<file path="src/rtl/rfphoenix_fwft_fifo_pkg.sv">
// Shared types and helpers for the rfPhoenix queue FIFOs.
package rfPhoenix_fifo_pkg;

    typedef enum logic [0:0] {
        FIFO_REG  = 1'b0,
        FIFO_FWFT = 1'b1
    } fifo_mode_t;

    // Count/pointer width: one extra bit over the index so full and empty differ.
    function automatic int fifo_cw(input int dep);
        return $clog2(dep) + 1;
    endfunction

endpackage

</file>
<file path="src/rtl/rfphoenix_fwft_fifo_ram.sv">
// DEP x WID distributed RAM: one synchronous write port, one asynchronous read port.
module rfphoenix_fifo_ram
    import rfPhoenix_fifo_pkg::*;
#(
    parameter int WID = 32,
    parameter int DEP = 16,
    parameter int AW  = fifo_cw(DEP) - 1
) (
    input  logic           clk,
    input  logic           we,
    input  logic [AW-1:0]  waddr,
    input  logic [WID-1:0] wdata,
    input  logic [AW-1:0]  raddr,
    output logic [WID-1:0] rdata
);

    logic [WID-1:0] mem_r [DEP];

    // Array write; no reset so the storage maps onto LUT RAM.
    always_ff @(posedge clk) begin
        if (we) begin
            mem_r[waddr] <= wdata;
        end
    end

    assign rdata = mem_r[raddr];

endmodule

</file>
<file path="src/rtl/rfphoenix_fwft_fifo.sv">
// Synchronous FIFO with selectable show-ahead or registered read, programmable
// thresholds, synchronous flush and sticky overflow/underflow flags.
module rfphoenix_fwft_fifo
    import rfPhoenix_fifo_pkg::*;
#(
    parameter int WID  = 32,
    parameter int DEP  = 16,
    parameter int MODE = 1,
    parameter int CW   = fifo_cw(DEP)
) (
    input  logic           clk,
    input  logic           rst,
    input  logic           flush,
    input  logic           wr,
    input  logic [WID-1:0] di,
    input  logic           rd,
    output logic [WID-1:0] dout,
    output logic           v,
    output logic [CW-1:0]  cnt,
    input  logic [CW-1:0]  af_lvl,
    input  logic [CW-1:0]  ae_lvl,
    output logic           almost_full,
    output logic           almost_empty,
    output logic           full,
    output logic           empty,
    output logic           overflow,
    output logic           underflow,
    input  logic           clr_err
);

    localparam fifo_mode_t    MODE_SEL = (MODE == 1) ? FIFO_FWFT : FIFO_REG;
    localparam int            AW       = CW - 1;
    localparam logic [CW-1:0] PTR_ONE  = {{(CW-1){1'b0}}, 1'b1};

    logic [CW-1:0]  wr_ptr_r, rd_ptr_r, cnt_r;
    logic [CW-1:0]  wr_ptr_nxt_s, rd_ptr_nxt_s;
    logic           overflow_r, underflow_r;
    logic           ovf_nxt_s, unf_nxt_s;
    logic           full_s, empty_s, rd_ok_s, wr_ok_s, ram_we_s;
    logic [WID-1:0] ram_rdata_s;

    assign empty_s  = (cnt_r == {CW{1'b0}});
    assign full_s   = (wr_ptr_r[AW-1:0] == rd_ptr_r[AW-1:0]) && (wr_ptr_r[CW-1] != rd_ptr_r[CW-1]);
    assign rd_ok_s  = rd & ~empty_s;
    // A full FIFO still accepts a write when the head leaves in the same cycle.
    assign wr_ok_s  = wr & (~full_s | rd_ok_s);
    assign ram_we_s = wr_ok_s & ~flush;

    rfphoenix_fifo_ram #(
        .WID (WID),
        .DEP (DEP),
        .AW  (AW)
    ) u_ram (
        .clk   (clk),
        .we    (ram_we_s),
        .waddr (wr_ptr_r[AW-1:0]),
        .wdata (di),
        .raddr (rd_ptr_r[AW-1:0]),
        .rdata (ram_rdata_s)
    );

    // Next pointers and sticky flags; flush overrides every request in its cycle.
    always_comb begin
        wr_ptr_nxt_s = wr_ptr_r;
        rd_ptr_nxt_s = rd_ptr_r;
        ovf_nxt_s    = overflow_r;
        unf_nxt_s    = underflow_r;
        if (flush) begin
            wr_ptr_nxt_s = {CW{1'b0}};
            rd_ptr_nxt_s = {CW{1'b0}};
            ovf_nxt_s    = 1'b0;
            unf_nxt_s    = 1'b0;
        end else begin
            if (wr_ok_s) begin
                wr_ptr_nxt_s = wr_ptr_r + PTR_ONE;
            end else begin
                wr_ptr_nxt_s = wr_ptr_r;
            end
            if (rd_ok_s) begin
                rd_ptr_nxt_s = rd_ptr_r + PTR_ONE;
            end else begin
                rd_ptr_nxt_s = rd_ptr_r;
            end
            // A new error wins over clr_err in the same cycle.
            if (wr & ~wr_ok_s) begin
                ovf_nxt_s = 1'b1;
            end else if (clr_err) begin
                ovf_nxt_s = 1'b0;
            end else begin
                ovf_nxt_s = overflow_r;
            end
            if (rd & ~rd_ok_s) begin
                unf_nxt_s = 1'b1;
            end else if (clr_err) begin
                unf_nxt_s = 1'b0;
            end else begin
                unf_nxt_s = underflow_r;
            end
        end
    end

    // Pointer, count and flag registers.
    always_ff @(posedge clk or negedge rst) begin
        if (!rst) begin
            wr_ptr_r    <= {CW{1'b0}};
            rd_ptr_r    <= {CW{1'b0}};
            cnt_r       <= {CW{1'b0}};
            overflow_r  <= 1'b0;
            underflow_r <= 1'b0;
        end else begin
            wr_ptr_r    <= wr_ptr_nxt_s;
            rd_ptr_r    <= rd_ptr_nxt_s;
            cnt_r       <= wr_ptr_nxt_s - rd_ptr_nxt_s;
            overflow_r  <= ovf_nxt_s;
            underflow_r <= unf_nxt_s;
        end
    end

    generate
        if (MODE_SEL == FIFO_FWFT) begin : g_fwft
            // Head shown directly; forced to zero while empty so stale RAM never leaks out.
            assign dout = empty_s ? {WID{1'b0}} : ram_rdata_s;
            assign v    = ~empty_s;
        end else begin : g_reg
            logic [WID-1:0] dout_r;
            logic           v_r;

            // Registered read port: capture the head on an accepted read.
            always_ff @(posedge clk or negedge rst) begin
                if (!rst) begin
                    dout_r <= {WID{1'b0}};
                    v_r    <= 1'b0;
                end else if (flush) begin
                    dout_r <= dout_r;
                    v_r    <= 1'b0;
                end else begin
                    if (rd_ok_s) begin
                        dout_r <= ram_rdata_s;
                    end
                    v_r <= rd_ok_s;
                end
            end

            assign dout = dout_r;
            assign v    = v_r;
        end
    endgenerate

    assign cnt          = cnt_r;
    assign full         = full_s;
    assign empty        = empty_s;
    assign overflow     = overflow_r;
    assign underflow    = underflow_r;
    assign almost_full  = (cnt_r >= af_lvl);
    assign almost_empty = (cnt_r <= ae_lvl);

endmodule

</file>
<file path="config.mk">
export PLATFORM = sky130hd
export DESIGN_NAME = rfphoenix_fwft_fifo
export DESIGN_NICKNAME = d
export VERILOG_FILES = /design/src/rtl/rfphoenix_fwft_fifo_pkg.sv /design/src/rtl/rfphoenix_fwft_fifo_ram.sv /design/src/rtl/rfphoenix_fwft_fifo.sv
export SDC_FILE = /design/constraint.sdc
export NUM_CORES = 1
export LEC_CHECK = 0
export ABC_AREA = 1
export BUFFER_PORTS_ARGS = -buffer_cell sky130_fd_sc_hd__buf_2
export CAP_MARGIN = 10
export CORE_ASPECT_RATIO = 2
export CORE_MARGIN = 3
export CORE_UTILIZATION = 51
export CTS_CLUSTER_SIZE = 8
export DETAILED_ROUTE_END_ITERATION = 7
export GPL_ROUTABILITY_DRIVEN = 0
export PLACE_DENSITY = 0.71
export REMOVE_ABC_BUFFERS = 1
export SYNTH_ARGS = -nofsm -noshare
export SYNTH_HDL_FRONTEND = slang
export SYNTH_SLANG_ARGS = --single-unit
export TNS_END_PERCENT = 30
</file>
<file path="constraint.sdc">
create_clock -name clk -period 3.3 [get_ports clk]
set_input_delay 0.495 -clock clk [delete_from_list [all_inputs] [get_ports clk]]
set_output_delay 0.495 -clock clk [all_outputs]
set_load 0.03 [all_outputs]
</file>
* Yosys cells after proc, flatten, opt, wreduce, memory -nomap -nowiden
Memories as Yosys holds them, arrays and structs flattened.
Index checks and enable logic that the tools add are counted.
** Word-level totals
- Memories :: 1
- Input bits :: 48
- Logic and storage cells :: 40
- Register bits after elaboration :: 17
- Bits in writable memories :: 512
- Output and inout port bits :: 44
** Operators by class
- Order comparisons :: 2
- Bitwise operators :: 11
- Mux-type cells :: 12
- $add $sub $neg :: 3
- Reductions and logical operators :: 4
- Equal/unequal tests :: 2
** Memories
- u_ram.mem_r :: words 16, bits a word 32, read ports 1, clocked after Yosys merged registers in 0, wr ports 1, RTL line rfphoenix_fwft_fifo_ram.sv:17 : logic [WID-1:0] mem_r [DEP];
** Operators by type and width (count)
- $mux 32 :: 1
- $mux 5 :: 4
- $add 5x1->5 const B :: 2
- $mux 1 :: 7
- $reduce_bool 3->1 :: 2
- $and 1x1->1 :: 5
- $ge 5x5->1 :: 1
- $le 5x5->1 :: 1
- $logic_not 5->1 :: 1
- $not 1->1 :: 5
- $sub 5x5->5 :: 1
- $eq 4x4->1 :: 1
- $logic_and 1x1->1 :: 1
- $ne 1x1->1 :: 1
- $or 1x1->1 :: 1

* Longest topological paths before layout
Gate-level depths: netlist of the first run.
- Word-level depth :: 9
- Gate-level depth with buffers :: 19
- Mapped depth without buffers :: 18

* By module
From an unflattened synthesis of the first run, not the netlist that was laid out.
** Unflattened totals
- Cell total of the unflattened synthesis :: 2322
- Area, all modules :: 23697.7 µm²
** By module, submodules not included
- rfphoenix_fifo_ram :: instances 1, area each 22089.9 µm², cells each 2088
- rfphoenix_fwft_fifo :: instances 1, area each 1607.8 µm², cells each 234

* Worst setup path after synthesis of the first run
Ideal clock, no wire load.
- Path type :: register to register
- Start :: register cnt_r[2], in the netlist cnt[2]
- End :: memory u_ram.mem_r[3][0] (enable)
- Path slack :: -786 ps
- Clock period less this slack :: 4086 ps
- Arrival time :: 3625 ps
- Buffers on the path :: 0
- Library setup time :: 461 ps
- Stages on the path, launching flop included :: 7
- Cell sequence :: dfrtp_1 nor2_1 nand3b_1 nand2_1 nand3_2 nand3_1 nor3_1
** Between the ends
- Word-level cells in the longest chain between the ends :: 8
** Ends and longest elaborated chain
- start, declared :: RTL line rfphoenix_fwft_fifo.sv:35 : logic [CW-1:0] wr_ptr_r, rd_ptr_r, cnt_r;
- start signal, assigned :: RTL line rfphoenix_fwft_fifo.sv:107 : cnt_r <= {CW{1'b0}};
- start signal, assigned :: RTL line rfphoenix_fwft_fifo.sv:113 : cnt_r <= wr_ptr_nxt_s - rd_ptr_nxt_s;
- $logic_not 5->1 :: RTL line rfphoenix_fwft_fifo.sv:42 : assign empty_s = (cnt_r == {CW{1'b0}});
- $not 1->1
- via v :: RTL line rfphoenix_fwft_fifo.sv:18 : output logic v,
- $and 1x1->1 :: RTL line rfphoenix_fwft_fifo.sv:44 : assign rd_ok_s = rd & ~empty_s;
- $or 1x1->1 :: RTL line rfphoenix_fwft_fifo.sv:46 : assign wr_ok_s = wr & (~full_s | rd_ok_s);
- $and 1x1->1 :: RTL line rfphoenix_fwft_fifo.sv:46
- $and 1x1->1 :: RTL line rfphoenix_fwft_fifo.sv:47 : assign ram_we_s = wr_ok_s & ~flush;
- $mux 1 :: RTL line rfphoenix_fwft_fifo_ram.sv:21 : if (we) begin
- $mux 1 (implied by the code) :: RTL line rfphoenix_fwft_fifo_ram.sv:22 : mem_r[waddr] <= wdata;
- end, declared :: RTL line rfphoenix_fwft_fifo_ram.sv:17
The timed path passes the listed nets, and every way through them passes these cells.

* Worst setup path in the final report of the first run
- Start :: register rd_ptr_r[2]
- End :: output port dout[27]
** Between the ends
- Word-level cells in the longest chain between the ends :: 2
** Ends and longest elaborated chain
- start, declared :: RTL line rfphoenix_fwft_fifo.sv:35
- start signal, assigned :: RTL line rfphoenix_fwft_fifo.sv:106 : rd_ptr_r <= {CW{1'b0}};
- start signal, assigned :: RTL line rfphoenix_fwft_fifo.sv:112 : rd_ptr_r <= rd_ptr_nxt_s;
- $mem_v2 16x32
- $mux 32 :: RTL line rfphoenix_fwft_fifo.sv:122 : assign dout = empty_s ? {WID{1'b0}} : ram_rdata_s;
- end, declared :: RTL line rfphoenix_fwft_fifo.sv:17 : output logic [WID-1:0] dout,
No other way between the ends.

==> results of run 1 <==
per-layer routing:
metal / share of wire, % / GRT usage, % / vias up
met5: 0.024 / 0 / -
met4: 3.8 / 10.8 / 2
met3: 7.0 / 4.25 / 144
met2: 53 / 43.4 / 679
met1: 36 / 30.0 / 6823
li1: - / - / 6078
registers in the layout, indices dropped and copies added, names as in the netlist:
name         count
u_ram.mem_r    512
cnt              5
rd_ptr_r         5
wr_ptr_r         5
overflow         1
underflow        1
final cells by class:
cell class / instances / area share [%]
inverter: 39 / 0.656
multi-input combinational: 905 / 20.5
timing repair buffer: 144 / 4.58
sequential: 529 / 63.3
clock inverter: 8 / 0.461
tap: 535 / 2.68
antenna: 3 / 0.0300
clock buffer: 90 / 7.82
worst paths after layout:
path	from	endpoint	slack, ps	depth (start not counted)
min in group asynchronous	rst	rd_ptr_r[0]$_DFF_PN0_	370	2
worst max register to register	rd_ptr_r[2]$_DFF_PN0_	cnt[4]$_DFF_PN0_	580	17
worst max-delay path	rd_ptr_r[2]$_DFF_PN0_	dout[27]	40	7
max in group asynchronous	rst	rd_ptr_r[0]$_DFF_PN0_	2620	2
worst min register to register	underflow$_DFFE_PN0P_	underflow$_DFFE_PN0P_	540	2
worst min-delay path	rd	underflow$_DFFE_PN0P_	170	3
worst max-delay path: cells and delay by family, from the launching register on:
family / cells / cell delay, ps
AOI/OAI and AO/OA: 2 / 480
buffers and inverters: 3 / 650
DFF: 1 / 620
and+or+nand+nor: 2 / 400
timing repair:
action | in CTS | in global routing
hold endpoints to repair | 17 | 0
hold buffers | 1 | 0
setup endpoints to repair | 14 | 14
resized for setup | 7 | 7
pin swaps | 0 | 0
synth_stat cells (2+ instances only):
cell and instances:
xor2_1 2, buf_4 13, o221ai_1 32, nor2_1 121, mux2i_1 32, nand3_1 11, edfxtp_1 512, a21boi_0 24
xnor2_1 2, nand3b_1 2, a211oi_1 6, a21boi_1 8, clkbuf_1 26, o21ai_1 6, dfrtp_1 17, buf_6 7
o21ai_0 68, inv_1 35, buf_2 48, o22ai_1 33, ha_1 19, a221oi_2 2, inv_6 2, nand2_1 293
nor2_2 2, o21bai_1 2, nor3_1 37, a21oi_1 138, buf_1 4, a211oi_2 26, a221oi_1 30
through the flow:
| stage | hold slack [ps] | setup WS (ps) | instances |
|---|---|---|---|
| after floorplan | 199 | -6390 | 1473 |
| after global placement | 438 | 469 | 2151 |
| final | 171 | 43.2 | 2253 |
| after CTS | 147 | 12.9 | 2250 |
| after detailed placement | 446 | 443 | 2151 |
| after global routing | 188 | -78.9 | 2251 |
power by group:
group          internal (µW)  total, µW  switching (µW)
clock network           4150       6850            2700
logic                    733       2430            1700
registers               7460       7520            64.6
total                  12300      16800            4470
cell families (layout without fill, tap and decap cells):
kind of cell / count (synthesis) / in the layout / share of synthesized area [%]
and+or+nand+nor: 471 / 471 / 8.68
adders and majority gates: 20 / 20 / 1.20
other: 0 / 3 / 0
DFF: 529 / 529 / 73.7
AOI/OAI and AO/OA: 378 / 378 / 11.6
buffers and inverters: 137 / 281 / 3.20
muxes: 32 / 32 / 1.49
xor gates and xnor gates: 4 / 4 / 0.163
==> out/metrics.yaml, run 1 <==
pwr:
  leakage_uw: 0.00879
  power_density_nw_per_um2: 673
  ir_drop_mv: 0.360
  p_total_uw: 16800
clock_network:
  clock_path_buffers: 3
  clk_latency_ps: 590
  clkSlewWorstSetupHoldPaths_ps: 50
  htreeDepth: 3
  cts_tree: "built"
  cts_setup_buffers: 0
  clock_sinks: 529
  cts_buffers: 76
  root_buffer: "clkbuf_16"
floorplan:
  ios: 92
  dieArea_um2: 44700
  start_util_pct: 52.0
  core_um2: 41300
  rows: 105
  dieHeight_um: 296
  die_x_um: 151
timing:
  max_slew_margin_pct: 37.5
  rsz0062_at_grt: "yes"
  finClkSkew_ps: 16.7
  tightest_slew_ps: 936
  hold_viol_final: 0
  fin_crit_sh_pct: 98.7
  setup_tns_ps: 0
  fmax_mhz: 307
  finalSetupViolations: 0
  slew_viol_final: 0
  fin_crit_ps: 3260
finish:
  fin_nets: 1763
  fillers: 3026
  utilization_pct: 60.6
  seq_area_um2: 15800
  layout_common_cells: "512 x edfxtp_1, 291 x nand2_1, 138 x a21oi_1, 108 x nor2_1, 91 x buf_2"
  multi_input_area_um2: 5120
  final_common_cell: "edfxtp_1"
  area_growth_pct: 16.5
  finalInstanceArea_um2: 25000
  drive_gt1_share_pct: 17.1
routing:
  routed_via_density: 6.09
  ant_nets: 0
  drt-initial-drc-count: 1344
  dr.pass1.iters: 6
  routedWlPerCell_um: 24.4
  drc: 0
  vias: 13726
  drt-total-wl_mm: 55.0
synthesis:
  syn_inst: 1571
  synth_area_per_cell_um2: 13.7
  ys_types: 42
  synth.largest_area_cell: "edfxtp_1"
  synth_area_leaders: "edfxtp_1 72%, nand2_1 5.1%, a21oi_1 3.2%, nor2_1 2.1%, dfrtp_1 2.0%"
  synth_enable_flop_cells: 512
  synth_ff_type: "edfxtp_1"
  async_flop_share_pct: 3.21
  ys_ff_latch: 529
  syn_area_um2: 21400
  synth_seq_area_share_pct: 73.7
  synth.top_cell.area_share_pct: 71.7
  yosysWarnings: 0
outcome:
  status: "completed"
critical_path:
  critPathSlowestCell: "dfrtp_2"
  max_stage_delay_ps: 620
  criticalPathCategory: "flip-flop to output pin"
  end_kind: "output pin"
  worstPathCellList: "nand2_2 -> buf_12 -> a21oi_1 -> nor3_1 -> a211oi_2 -> buf_4 -> buf_2"
  start_kind: "flip-flop"
  path_max_fanout: 34
  worst-endpoint-required_ps: 2800
  arrival_ps: 2760
global_routing:
  grt_util_all_layers_pct: 24.8
  grt_max_degree: 93
  overflow: 0
  antenna_found_initial: 3
  grt_pass1_vias: 14108
  grt_pass1_wl_mm: 83.0
place:
  dp_hpwl_mm: 30.0
  placed_area_um2: 22800
  io_buffers: 91
worst_hold_path:
  hold_class: "primary input to flip-flop"
run:
  drv_cap: 0
Power figures use the tool's default switching activity.
==> run 2, diff against run 1 <==
Settings changed: REMOVE_ABC_BUFFERS 1 to not set.
==> out/metrics.yaml, run 2 (synthesized netlist as in run 1, its figures left out) <==
outcome:
  status: "completed"
finish:
  largest_reg_flops: 512  # unchanged
  final_common_cell: "edfxtp_1"
  fin_nets: 1774  # +0.62%
  drive_gt1_share_pct: 17.4  # +0.31 points
  area_growth_pct: 17.1
  layout_common_cells: "512 x edfxtp_1, 291 x nand2_1, 138 x a21oi_1, 108 x nor2_1, 89 x buf_2"
  finalInstanceArea_um2: 25100  # +0.49%
  fillers: 3061  # +1.2%
  largest_register: "u_ram.mem_r"
  final_cells: 2262  # +0.40%
clock_network:
  cts_tree: "built"
  clk_latency_ps: 590  # about the same
  root_buffer: "clkbuf_16"
  clock_path_buffers: 3  # unchanged
  htreeDepth: 3  # unchanged
  clock_sinks: 529  # unchanged
  cts_buffers: 76  # unchanged
  clkSlewWorstSetupHoldPaths_ps: 50  # about the same
place:
  dpl_worst_slack_ps: 280  # -163 ps
  io_buffers: 91  # unchanged
  dp_cells: 2154  # +0.14%
  dp_hpwl_mm: 29.4  # -2.2%
  placed_area_um2: 22800  # -0.23%
global_routing:
  grt_pass1_wl_mm: 80.2  # -3.4%
  grt_max_degree: 92  # -1.1%
  grt_util_all_layers_pct: 24.0  # -0.77 points
  antenna_found_initial: 2  # -1
  overflow: 0  # unchanged
  grt_pass1_vias: 13911  # -1.4%
timing:
  fmax_mhz: 308  # +0.24%
  rsz0062_at_grt: "yes"
  tightest_slew_ps: 703  # -233 ps
  max_slew_margin_pct: 53.1  # +16 points
  finalSetupViolations: 0  # unchanged
  finClkSkew_ps: 17.5  # +0.848 ps
  fin_crit_sh_pct: 98.5  # -0.24 points
  hold_viol_final: 0  # unchanged
  fin_crit_ps: 3250  # -7.89 ps
  slew_viol_final: 0  # unchanged
  finalWorstSetupSlack_ps: 51.1  # +7.89 ps
routing:
  vias: 13709  # -0.12%
  ant_nets: 0  # unchanged
  routed_via_density: 6.06  # -0.52%
  drc: 0  # unchanged
  routedWlPerCell_um: 24.1  # -1.2%
  drt-initial-drc-count: 1350  # +0.45%
  drt-total-wl_mm: 54.6  # -0.76%
  dr.pass1.iters: 6  # unchanged
floorplan:
  die_x_um: 151  # unchanged
  rows: 105  # unchanged
  dieArea_um2: 44700  # unchanged
  ios: 92  # unchanged
  dieHeight_um: 296  # unchanged
  core_um2: 41300  # unchanged
  start_util_pct: 52.0  # unchanged
critical_path:
  arrival_ps: 2750  # about the same
  worst-endpoint-required_ps: 2800  # about the same
  reg2reg_depth: 15  # -2
  reg2reg_slack_ps: 590  # about the same
  start_kind: "flip-flop"
  end_kind: "output pin"
  path_max_fanout: 21  # -38%
  criticalPathCategory: "flip-flop to output pin"
worst_hold_path:
  worstHoldPathCells: 4  # +1
  hold_class: "primary input to flip-flop"
synthesis:
  syn_nets: 1639
pwr:
  leakage_uw: 0.00890  # +1.2%
  power_density_nw_per_um2: 673  # about the same
  ir_drop_mv: 0.358  # -0.54%
run:
  drv_cap: 0  # unchanged
run 2: cell count changes in the layout (fill, tap and decap cells not counted), moves of 2 or more:
cell       before  now
buf_2          91   89
buf_4          28   40
a221oi_1       26   28
a221oi_2        6    4
buf_12         19   13
bufbuf_16       0    2
clkbuf_16      76   79
run 2: stage by stage:
step | TNS (ps) | hold WS (ps) | util [%] | total power [µW]
after floorplan | -97420 | 199 | - | 9260
after global placement | 0 | 466 | 55.2 | 9950
after detailed placement | 0 | 460 | 55.2 | 10000
after CTS | 0 | 162 | 60.6 | 16900
after global routing | -57.8 | 196 | 60.9 | 17500
final | 0 | 176 | 60.9 | 16900
run 2: timing repair:
item	4_1_cts	5_1_grt
hold buffers	1	0
gates cloned	2	3
pin swaps	1	1
hold endpoints to repair	17	0
setup endpoints to repair	15	14
resized for setup	11	8
setup buffers	0	3
run 2: report_power, final:
group | leakage (µW) | total (µW) | switching [µW] | internal [µW]
registers | 0.00483 | 7520 | 58.6 | 7460
logic | 0.00305 | 2500 | 1710 | 793
clock network | 0.00101 | 6870 | 2690 | 4180
run 2: per-layer routing:
layer,part of all wire (%),GRT usage (%),up-vias
met2,54,42.9,669
met5,0,0,-
li1,-,-,6091
met1,35,27.6,6792
met3,7.0,4.14,157
met4,3.9,11.9,0
run 2: area by class of cell:
cell class | count | area, µm² | area share (%)
Antenna cell | 2 | 5.00 | 0.0199
Clock buffer | 90 | 1980 | 7.87
Clock inverter | 7 | 116 | 0.463
Inverter | 39 | 164 | 0.653
Multi-Input combinational cell | 905 | 5100 | 20.3
Sequential cell | 529 | 15800 | 63.0
Tap cell | 535 | 669 | 2.67
Timing Repair Buffer | 154 | 1260 | 5.03
Timing Repair inverter | 1 | 8.76 | 0.0349
run 2: final timing paths:
check,end,from
hold / removal,underflow$_DFFE_PN0P_,clr_err
setup reg to reg,cnt[4]$_DFF_PN0_,rd_ptr_r[0]$_DFF_PN0_
hold reg to reg,overflow$_DFFE_PN0P_,overflow$_DFFE_PN0P_
max in group asynchronous,rd_ptr_r[0]$_DFF_PN0_,rst
setup / recovery,dout[2],rd_ptr_r[0]$_DFF_PN0_
min in group asynchronous,underflow$_DFFE_PN0P_,rst
run 2: worst max-delay path, cell delays in order, from the launching register on:
cell and delay, ps:
dfrtp_4 600, inv_12 180, buf_16 180, nand2_1 70, a221oi_1 330, nor2_1 100, a211oi_2 360, buf_4 190
buf_4 150
==> run 3, diff against run 2 <==
Settings changed: RECOVER_POWER set to 100.
==> out/metrics.yaml, run 3 (synthesized netlist as in run 1, its figures left out) <==
floorplan:
  die_x_um: 151  # unchanged
  core_um2: 41300  # unchanged
  dieHeight_um: 296  # unchanged
  dieArea_um2: 44700  # unchanged
  start_util_pct: 52.0  # unchanged
  ios: 92  # unchanged
  rows: 105  # unchanged
clock_network:
  clkSlewWorstSetupHoldPaths_ps: 50  # about the same
  clock_sinks: 529  # unchanged
  clk_latency_ps: 590  # about the same
  clock_path_buffers: 3  # unchanged
  cts_buffers: 76  # unchanged
  cts_tree: "built"
  root_buffer: "clkbuf_16"
  htreeDepth: 3  # unchanged
critical_path:
  worst-endpoint-required_ps: 2800  # about the same
  crit_start: "rd_ptr_r[0]$_DFF_PN0_"
  rr_startpoint: "rd_ptr_r[0]$_DFF_PN0_"
  end_kind: "output pin"
  start_kind: "flip-flop"
  path_max_fanout: 21  # unchanged
  criticalPathCategory: "flip-flop to output pin"
  arrival_ps: 2790  # +40 ps
routing:
  drt-total-wl_mm: 54.4  # -0.28%
  ant_nets: 0  # unchanged
  routed_via_density: 6.07  # +0.22%
  vias: 13739  # +0.22%
  dr.pass1.iters: 5  # -1
  routedWlPerCell_um: 24.0  # -0.28%
  drt-initial-drc-count: 1273  # -5.7%
  drc: 0  # unchanged
timing:
  fin_crit_sh_pct: 99.4  # +0.97 points
  finClkSkew_ps: 17.6  # +0.0721 ps
  fmax_mhz: 305  # -0.98%
  rsz0062_at_grt: "yes"
  holdWs_ps: 174  # -1.61 ps
  max_slew_margin_pct: 31.4  # -22 points
  hold_viol_final: 0  # unchanged
  fin_crit_ps: 3280  # +32.1 ps
  finalSetupViolations: 0  # unchanged
  tightest_slew_ps: 1030  # +326 ps
  slew_viol_final: 0  # unchanged
global_routing:
  grt_max_degree: 92  # unchanged
  overflow: 0  # unchanged
  grt_pass1_vias: 13911  # unchanged
  grt_util_all_layers_pct: 24.0  # unchanged
  grt_pass1_wl_mm: 80.2  # unchanged
  antenna_found_initial: 2  # unchanged
synthesis:
  syn_nets: 1639  # unchanged
run:
  drv_cap: 0  # unchanged
finish:
  seq_area_um2: 15800  # unchanged
  layout_common_cells: "512 x edfxtp_1, 291 x nand2_1, 138 x a21oi_1, 108 x nor2_1, 79 x clkbuf_16"
  multi_input_area_um2: 5100  # unchanged
  final_common_cell: "edfxtp_1"
  largest_register: "u_ram.mem_r"
  area_growth_pct: 16.8
  drive_gt1_share_pct: 15.2  # -2.1 points
  largest_reg_flops: 512  # unchanged
  fillers: 3071  # +0.33%
  fin_nets: 1774  # unchanged
pwr:
  p_total_uw: 16900  # about the same
  leakage_uw: 0.00880  # -1.1%
  ir_drop_mv: 0.358  # about the same
  power_density_nw_per_um2: 674  # +0.22%
outcome:
  status: "completed"
worst_hold_path:
  hold_class: "primary input to flip-flop"
  worstHoldStart: "clr_err"
place:
  io_buffers: 91  # unchanged
  dp_hpwl_mm: 29.4  # unchanged
-- run 3: power by group --
group | switching, µW | leakage, µW | total, µW | internal (µW)
clock network | 2700 | 0.00101 | 6880 | 4180
registers | 58.6 | 0.00483 | 7520 | 7460
logic | 1710 | 0.00295 | 2490 | 785
-- run 3: through the flow --
stage / instance area (µm²) / util, % / TNS, ps / instances / worst slack, ps
2_1_floorplan: 21500 / - / -97420 / 1571 / -786
3_3_place_gp: 22800 / 55.2 / 0 / 2154 / 313
3_5_place_dp: 22800 / 55.2 / 0 / 2154 / 280
4_1_cts: 25000 / 60.6 / 0 / 2254 / 12.4
5_1_grt: 25100 / 60.7 / -60.1 / 2262 / -37.0
6_report: 25100 / 60.7 / 0 / 2262 / 19.0
-- run 3: what timing repair did --
action | in CTS | in global routing
pin swaps | 1 | 1
endpoints found under the hold margin | 17 | 0
endpoints found under the setup margin | 15 | 14
buffers inserted | 0 | 3
cloned | 2 | 3
hold buffers | 1 | 0
gates resized for setup | 11 | 8
-- run 3: routing by layer --
metal  part of all wire (%)  track usage, %
met3                    7.3            4.14
met5                      0               0
met4                    3.9            11.9
met2                     54            42.9
met1                     35            27.6
-- run 3: area by class of cell --
type / count / area share, %
Timing Repair Buffer: 154 / 4.86
Multi-Input combinational cell: 905 / 20.3
Inverter: 39 / 0.654
Clock buffer: 90 / 7.88
Antenna cell: 2 / 0.0200
Timing Repair inverter: 1 / 0.0349
Tap cell: 535 / 2.67
Clock inverter: 7 / 0.464
Sequential cell: 529 / 63.1
-- run 3: path summary, 6_finish.rpt --
check / endpoint / slack [ps] / cells past startpoint
min in group asynchronous: wr_ptr_r[0]$_DFF_PN0_ / 610 / 2
max in group asynchronous: rd_ptr_r[0]$_DFF_PN0_ / 1940 / 2
worst min register to register: overflow$_DFFE_PN0P_ / 540 / 2
worst min-delay path: underflow$_DFFE_PN0P_ / 170 / 4
worst max register to register: cnt[4]$_DFF_PN0_ / 580 / 15
worst max-delay path: dout[2] / 20 / 8
-- run 3: worst max-delay path, stage by stage, from the launching register on --
cell and delay (ps):
dfrtp_4 600, inv_12 180, buf_16 180, nand2_1 70, a221oi_1 340, nor2_1 100, a211oi_2 380, buf_4 190
buf_4 160
